`config.mk`:
```
export PLATFORM = sky130hd
export DESIGN_NAME = ram_rd_streamer
export DESIGN_NICKNAME = d
export VERILOG_FILES = /design/src/rtl/ram_stream_pkg.sv /design/src/rtl/stream_fifo2.sv /design/src/rtl/ram_rd_streamer.sv
export SDC_FILE = /design/constraint.sdc
export NUM_CORES = 1
export LEC_CHECK = 0
export ABC_CLOCK_PERIOD_IN_PS = 2350
export BUFFER_PORTS_ARGS = -buffer_cell sky130_fd_sc_hd__buf_2
export CAP_MARGIN = 20
export CORE_UTILIZATION = 50
export CTS_CLUSTER_DIAMETER = 150
export CTS_CLUSTER_SIZE = 24
export DETAILED_ROUTE_END_ITERATION = 10
export GPL_TIMING_DRIVEN = 0
export PLACE_DENSITY = 0.8
export SLEW_MARGIN = 15
export SYNTH_ARGS = -nofsm -noshare
export SYNTH_HDL_FRONTEND = slang
export SYNTH_SLANG_ARGS = --single-unit
```
`constraint.sdc`:
```
create_clock -name clk -period 2.35 [get_ports clk]
set_input_delay 0.235 -clock clk [delete_from_list [all_inputs] [get_ports clk]]
set_output_delay 0.235 -clock clk [all_outputs]
set_load 0.01 [all_outputs]
```
`src/rtl/ram_stream_pkg.sv`:
```
// Shared types and constants for the RAM read streamer.
//   rd_state_e   : sequencer states (idle, issuing reads, draining the buffer)
//   RD_BUF_DEPTH : number of words the output buffer can hold
package ram_stream_pkg;

  typedef enum logic [1:0] {
    StIdle,
    StRun,
    StDrain
  } rd_state_e;

  localparam int unsigned RD_BUF_DEPTH = 2;

endpackage

```
`src/rtl/stream_fifo2.sv`:
```
// Two-entry registered FIFO used as the streamer's output buffer.
// Entry 0 is always the head, so dout is a plain register output.
// Ports:
//   clk, rst      : clock, synchronous active-high reset (clears storage and count)
//   push, din     : write a word (ignored when full unless a pop happens the same cycle)
//   pop           : remove the head word (ignored when empty)
//   dout          : head word
//   full, empty   : occupancy flags
//   count         : number of stored words, 0..2
module stream_fifo2
  import ram_stream_pkg::*;
#(
  parameter int unsigned WIDTH = 8
) (
  input  logic             clk,
  input  logic             rst,
  input  logic             push,
  input  logic [WIDTH-1:0] din,
  input  logic             pop,
  output logic [WIDTH-1:0] dout,
  output logic             full,
  output logic             empty,
  output logic [1:0]       count
);

  localparam logic [1:0] FullCount = 2'(RD_BUF_DEPTH);

  logic [WIDTH-1:0] mem_q [RD_BUF_DEPTH];
  logic [1:0]       count_q;
  logic             do_push;
  logic             do_pop;

  assign full    = (count_q == FullCount);
  assign empty   = (count_q == 2'd0);
  assign count   = count_q;
  assign dout    = mem_q[0];
  assign do_pop  = pop & ~empty;
  assign do_push = push & (~full | do_pop);

  always_ff @(posedge clk) begin
    if (rst) begin
      mem_q[0] <= '0;
      mem_q[1] <= '0;
      count_q  <= 2'd0;
    end else begin
      case ({do_push, do_pop})
        2'b10: begin
          if (empty) mem_q[0] <= din;
          else       mem_q[1] <= din;
          count_q <= count_q + 2'd1;
        end
        2'b01: begin
          mem_q[0] <= mem_q[1];
          count_q  <= count_q - 2'd1;
        end
        2'b11: begin
          // Occupancy unchanged; the new word lands behind whatever remains.
          if (count_q == 2'd1) begin
            mem_q[0] <= din;
          end else begin
            mem_q[0] <= mem_q[1];
            mem_q[1] <= din;
          end
        end
        default: ;
      endcase
    end
  end

endmodule

```
`src/rtl/ram_rd_streamer.sv`:
```
// Read-side sequencer for a single-port synchronous RAM with one-cycle read latency.
// A start command walks a wrapping address range and streams the words out over
// valid/ready with full back-pressure, one word per cycle when the sink is ready.
// Optional feature macro: RD_STREAMER_LAST_EN adds m_last, carried through the buffer.
// Ports:
//   clk, rst            : clock, synchronous active-high reset
//   start, base_addr, len : command strobe, first address, word count (0..2**ADDR_WIDTH)
//   busy, done          : command in progress, one-cycle completion pulse
//   ram_addr, ram_dout  : RAM read address (from the pointer), registered RAM read data
//   m_valid, m_data, m_ready : output stream
//   m_last              : final-word marker (RD_STREAMER_LAST_EN only)
module ram_rd_streamer
  import ram_stream_pkg::*;
#(
  parameter int unsigned DATA_WIDTH = 8,
  parameter int unsigned ADDR_WIDTH = 4
) (
  input  logic                  clk,
  input  logic                  rst,
  input  logic                  start,
  input  logic [ADDR_WIDTH-1:0] base_addr,
  input  logic [ADDR_WIDTH:0]   len,
  output logic                  busy,
  output logic                  done,
  output logic [ADDR_WIDTH-1:0] ram_addr,
  input  logic [DATA_WIDTH-1:0] ram_dout,
  output logic                  m_valid,
  output logic [DATA_WIDTH-1:0] m_data,
  input  logic                  m_ready
`ifdef RD_STREAMER_LAST_EN
  ,
  output logic                  m_last
`endif
);

`ifdef RD_STREAMER_LAST_EN
  localparam int unsigned FifoWidth = DATA_WIDTH + 1;
`else
  localparam int unsigned FifoWidth = DATA_WIDTH;
`endif

  localparam logic [ADDR_WIDTH:0] CntOne = {{ADDR_WIDTH{1'b0}}, 1'b1};

  rd_state_e             state_q, state_d;
  logic [ADDR_WIDTH-1:0] ptr_q, ptr_d;
  logic [ADDR_WIDTH:0]   len_q, len_d;
  logic [ADDR_WIDTH:0]   issued_q, issued_d;
  logic                  inflight_q;
  logic                  done_q, done_d;

  logic                  issue;
  logic                  last_issue;
  logic                  pop;
  logic [2:0]            credit;
  logic [FifoWidth-1:0]  fifo_din;
  logic [FifoWidth-1:0]  fifo_dout;
  logic                  fifo_full;
  logic                  fifo_empty;
  logic [1:0]            fifo_count;
  logic                  unused_full;

  assign unused_full = fifo_full;

  assign m_valid  = ~fifo_empty;
  assign m_data   = fifo_dout[DATA_WIDTH-1:0];
  assign pop      = m_valid & m_ready;
  assign busy     = (state_q != StIdle);
  assign done     = done_q;
  assign ram_addr = ptr_q;

  // Words in flight plus words buffered, net of this cycle's pop, must stay below the
  // buffer depth so a read issued now always has a slot when its data returns.
  assign credit     = 3'(inflight_q) + 3'(fifo_count);
  assign issue      = (state_q == StRun) && (credit < (3'd2 + 3'(pop)));
  assign last_issue = issue && ((issued_q + CntOne) == len_q);

`ifdef RD_STREAMER_LAST_EN
  logic inflight_last_q;

  always_ff @(posedge clk) begin
    if (rst) inflight_last_q <= 1'b0;
    else     inflight_last_q <= last_issue;
  end

  assign fifo_din = {inflight_last_q, ram_dout};
  assign m_last   = m_valid & fifo_dout[DATA_WIDTH];
`else
  assign fifo_din = ram_dout;
`endif

  stream_fifo2 #(
    .WIDTH (FifoWidth)
  ) u_fifo (
    .clk   (clk),
    .rst   (rst),
    .push  (inflight_q),
    .din   (fifo_din),
    .pop   (pop),
    .dout  (fifo_dout),
    .full  (fifo_full),
    .empty (fifo_empty),
    .count (fifo_count)
  );

  always_ff @(posedge clk) begin
    if (rst) begin
      state_q    <= StIdle;
      ptr_q      <= '0;
      len_q      <= '0;
      issued_q   <= '0;
      inflight_q <= 1'b0;
      done_q     <= 1'b0;
    end else begin
      state_q    <= state_d;
      ptr_q      <= ptr_d;
      len_q      <= len_d;
      issued_q   <= issued_d;
      inflight_q <= issue;
      done_q     <= done_d;
    end
  end

  always_comb begin
    state_d  = state_q;
    ptr_d    = ptr_q;
    len_d    = len_q;
    issued_d = issued_q;
    done_d   = 1'b0;
    unique case (state_q)
      StIdle: begin
        if (start) begin
          if (len != '0) begin
            ptr_d    = base_addr;
            len_d    = len;
            issued_d = '0;
            state_d  = StRun;
          end else begin
            done_d = 1'b1;
          end
        end
      end
      StRun: begin
        if (issue) begin
          ptr_d    = ptr_q + 1'b1;
          issued_d = issued_q + CntOne;
          if (last_issue) state_d = StDrain;
        end
      end
      StDrain: begin
        // No reads are issued here, so the last buffered word leaving is the final beat.
        if (pop && (fifo_count == 2'd1) && !inflight_q) begin
          done_d  = 1'b1;
          state_d = StIdle;
        end
      end
      default: state_d = StIdle;
    endcase
  end

endmodule

```
==> results.json <==
{
  "synth_sequential_area_ratio": 0.443,
  "synth_edf_count": 16,
  "synth_cell_type_count": 54,
  "drive_gt1_frac": 0.304,
  "netlist.area_leader.share": 0.242,
  "syn_nets": 214,
  "ys.flop_type": "dfxtp_1",
  "multi_input_area_um2": 956,
  "grt_max_degree": 13,
  "remaining_drc_errors": 0,
  "diodes": 0,
  "clkLatencyLatePin_ps": 290,
  "synthTopCellsByCount": "dfxtp_1 (20), edfxtp_1 (16), inv_1 (11), nor2_1 (11)",
  "overflow": 0,
  "core_um2": 3740,
  "postRouteAntennaNets": 0,
  "rrSetupSlack_ps": 190,
  "synth_area_leader_cell": "edfxtp_1",
  "drv_cap": 0,
  "gp_congestion": 0.834,
  "h-tree-depth": 2,
  "drt_iter0_drc": 89,
  "layout.area.seq_um2": 881,
  "hold_buffers": 0,
  "cts_buffers": 5,
  "yosysWarnings": 0,
  "drt_pass1_iterations": 4,
  "worstPathArrival_ps": 2320,
  "hold_path.class": "primary input to flip-flop",
  "r2r-start": "u_fifo.count[0]$_SDFFE_PP0P_",
  "critPathLaunchType": "flip-flop",
  "via_per_inst": 5.49,
  "timing.rr.end": "u_fifo.mem_q[0][0]$_DFFE_PP_",
  "period_needed_ps": 2160,
  "cts_buffer_depth": 2,
  "die_y_um": 65.0,
  "max_slew.worst_pin.slew_ps": 822,
  "cts_resized": 0,
  "powerDensity_nw_per_um2": 897,
  "wl_per_cell_um": 14.4,
  "wl_um": 4000,
  "die_area_um2": 4230,
  "synth.area.top_cells": "edfxtp_1 (24%), dfxtp_1 (20%), ha_1 (4.4%)",
  "area_growth_syn_to_layout_pct": 17.7,
  "synthArstFlopShare": 0,
  "avgSynthCellArea_um2": 10.7,
  "grt_pass1_vias": 1463,
  "clock_sinks": 36,
  "status": "finished, final reports clean",
  "clk_pin_slew_ps": 70,
  "peakVddDrop_uv": 365,
  "setup_tns_ps": 0,
  "p_leak_nw": 0.965,
  "ioPinCount": 36,
  "post_cts_buffers": 0,
  "finalClockSkew_ps": 7.12,
  "reg2reg_depth": 6,
  "syn-cell-area_um2": 1990,
  "synth_seq_cells": 36,
  "cp.required_ps": 2500,
  "clockRootBuffer": "clkbuf_8",
  "startpoint": "u_fifo.count[0]$_SDFFE_PP0P_",
  "critPathMaxFanout": 10,
  "vias": 1525,
  "criticalPathCategory": "flip-flop to flip-flop",
  "grtUsageTotal": 0.211,
  "drv_slew": 0,
  "period_share": 0.921,
  "endpoint_kind": "flip-flop",
  "hold_viol": 0,
  "dp_hpwl_um": 2970,
  "rows": 22,
  "die_x_um": 65.0,
  "cp-endpoint": "u_fifo.mem_q[0][0]$_DFFE_PP_",
  "antenna_found_initial": 0,
  "fmax_mhz": 462,
  "finalNetCount": 257,
  "power_w": 0.00210,
  "slew_headroom": 0.449,
  "num-fill-cells": 314,
  "rsz0062_at_grt": "false",
  "yosysMostFrequentCell": "dfxtp_1",
  "cts_tree": "done",
  "setup_violations": 0,
  "port_buffers": 35,
  "initial_core_util": 0.531,
  "grt_pass1_wl_um": 6700,
  "netlist_instances": 186
}
## worst min-delay path by stage
stage	startpoint	end	slack, ps	cells after the start
floorplan	len[4]	len_q[4]$_SDFFE_PP0P_	370	2
global placement	len_q[4]$_SDFFE_PP0P_	len_q[4]$_SDFFE_PP0P_	460	2
detailed placement	len_q[4]$_SDFFE_PP0P_	len_q[4]$_SDFFE_PP0P_	460	2
CTS	len[3]	len_q[3]$_SDFFE_PP0P_	200	3
global route	len[1]	len_q[1]$_SDFFE_PP0P_	240	3
finish	len[3]	len_q[3]$_SDFFE_PP0P_	190	3
## critical path, cell delays in order, from the launching register on
cell and delay, ps:
dfxtp_1 400, inv_1 90, ha_1 270, nand2b_1 180, buf_2 200, a2111oi_4 630
a22o_1 270
## power by group
part / leakage, nW / internal, W / switching (W) / total [W]
sequential: 0.331 / 0.000776 / 0.0000664 / 0.000843
combinational: 0.579 / 0.000313 / 0.000396 / 0.000709
clock: 0.0541 / 0.000314 / 0.000232 / 0.000546
total: 0.965 / 0.00140 / 0.000694 / 0.00210
## layout by cell type, fill, tap and decap left out, types with 6 or more instances in the layout
cell type   n
a21oi_1     9
a22o_1      8
and2_1      9
buf_2      37
buf_4       8
clkbuf_8    6
dfxtp_1    20
edfxtp_1   16
ha_1        7
inv_1      11
nand2_1     9
nand3_1     6
nor2_1     11
## state kept, by name, indices dropped and copies added (netlist names)
name	cells
issued_q	5
len_q	5
u_fifo.count	2
inflight_q	1
u_fifo.mem_q	16
state_q	2
done	1
ram_addr	4
## stage by stage
| stage | area [µm²] | utilization | cells | setup WS, ps | hold slack [ps] |
|---|---|---|---|---|---|
| 2_1_floorplan | 1990 | - | 186 | 436 | 371 |
| 3_3_place_gp | 2220 | 0.594 | 269 | 117 | 458 |
| 3_5_place_dp | 2230 | 0.595 | 270 | 206 | 463 |
| 4_1_cts | 2340 | 0.625 | 278 | 189 | 200 |
| 5_1_grt | 2340 | 0.625 | 278 | 79.9 | 235 |
| 6_report | 2340 | 0.625 | 278 | 185 | 194 |
## cells by family after synthesis
kind of cell / count (synthesis) / share of synthesized area
AO/OA/AOI/OAI: 50 / 0.214
adder cells (fa/ha/maj): 7 / 0.0441
XOR/XNOR: 6 / 0.0264
buffers and inverters: 25 / 0.0756
multiplexers: 5 / 0.0252
flip-flops: 36 / 0.443
AND/OR/NAND/NOR: 57 / 0.171
## cell type report
class                      count  area share
multi-input combinational    125       0.409
sequential                    36       0.377
timing repair buffer          36      0.0770
buffer                        14      0.0465
clock buffer                   5      0.0294
tap                           48      0.0257
clock inverter                 3      0.0182
inverter                      11      0.0177
## metal layers
metal / part of all wire / vias to the layer above / GRT usage
li1: - / 774 / -
met1: 0.47 / 704 / 0.277
met2: 0.47 / 39 / 0.335
met3: 0.040 / 8 / 0.0493
met4: 0.020 / 0 / 0.0842
met5: 0 / - / 0
No activity file was read; power rests on OpenSTA's default activity.
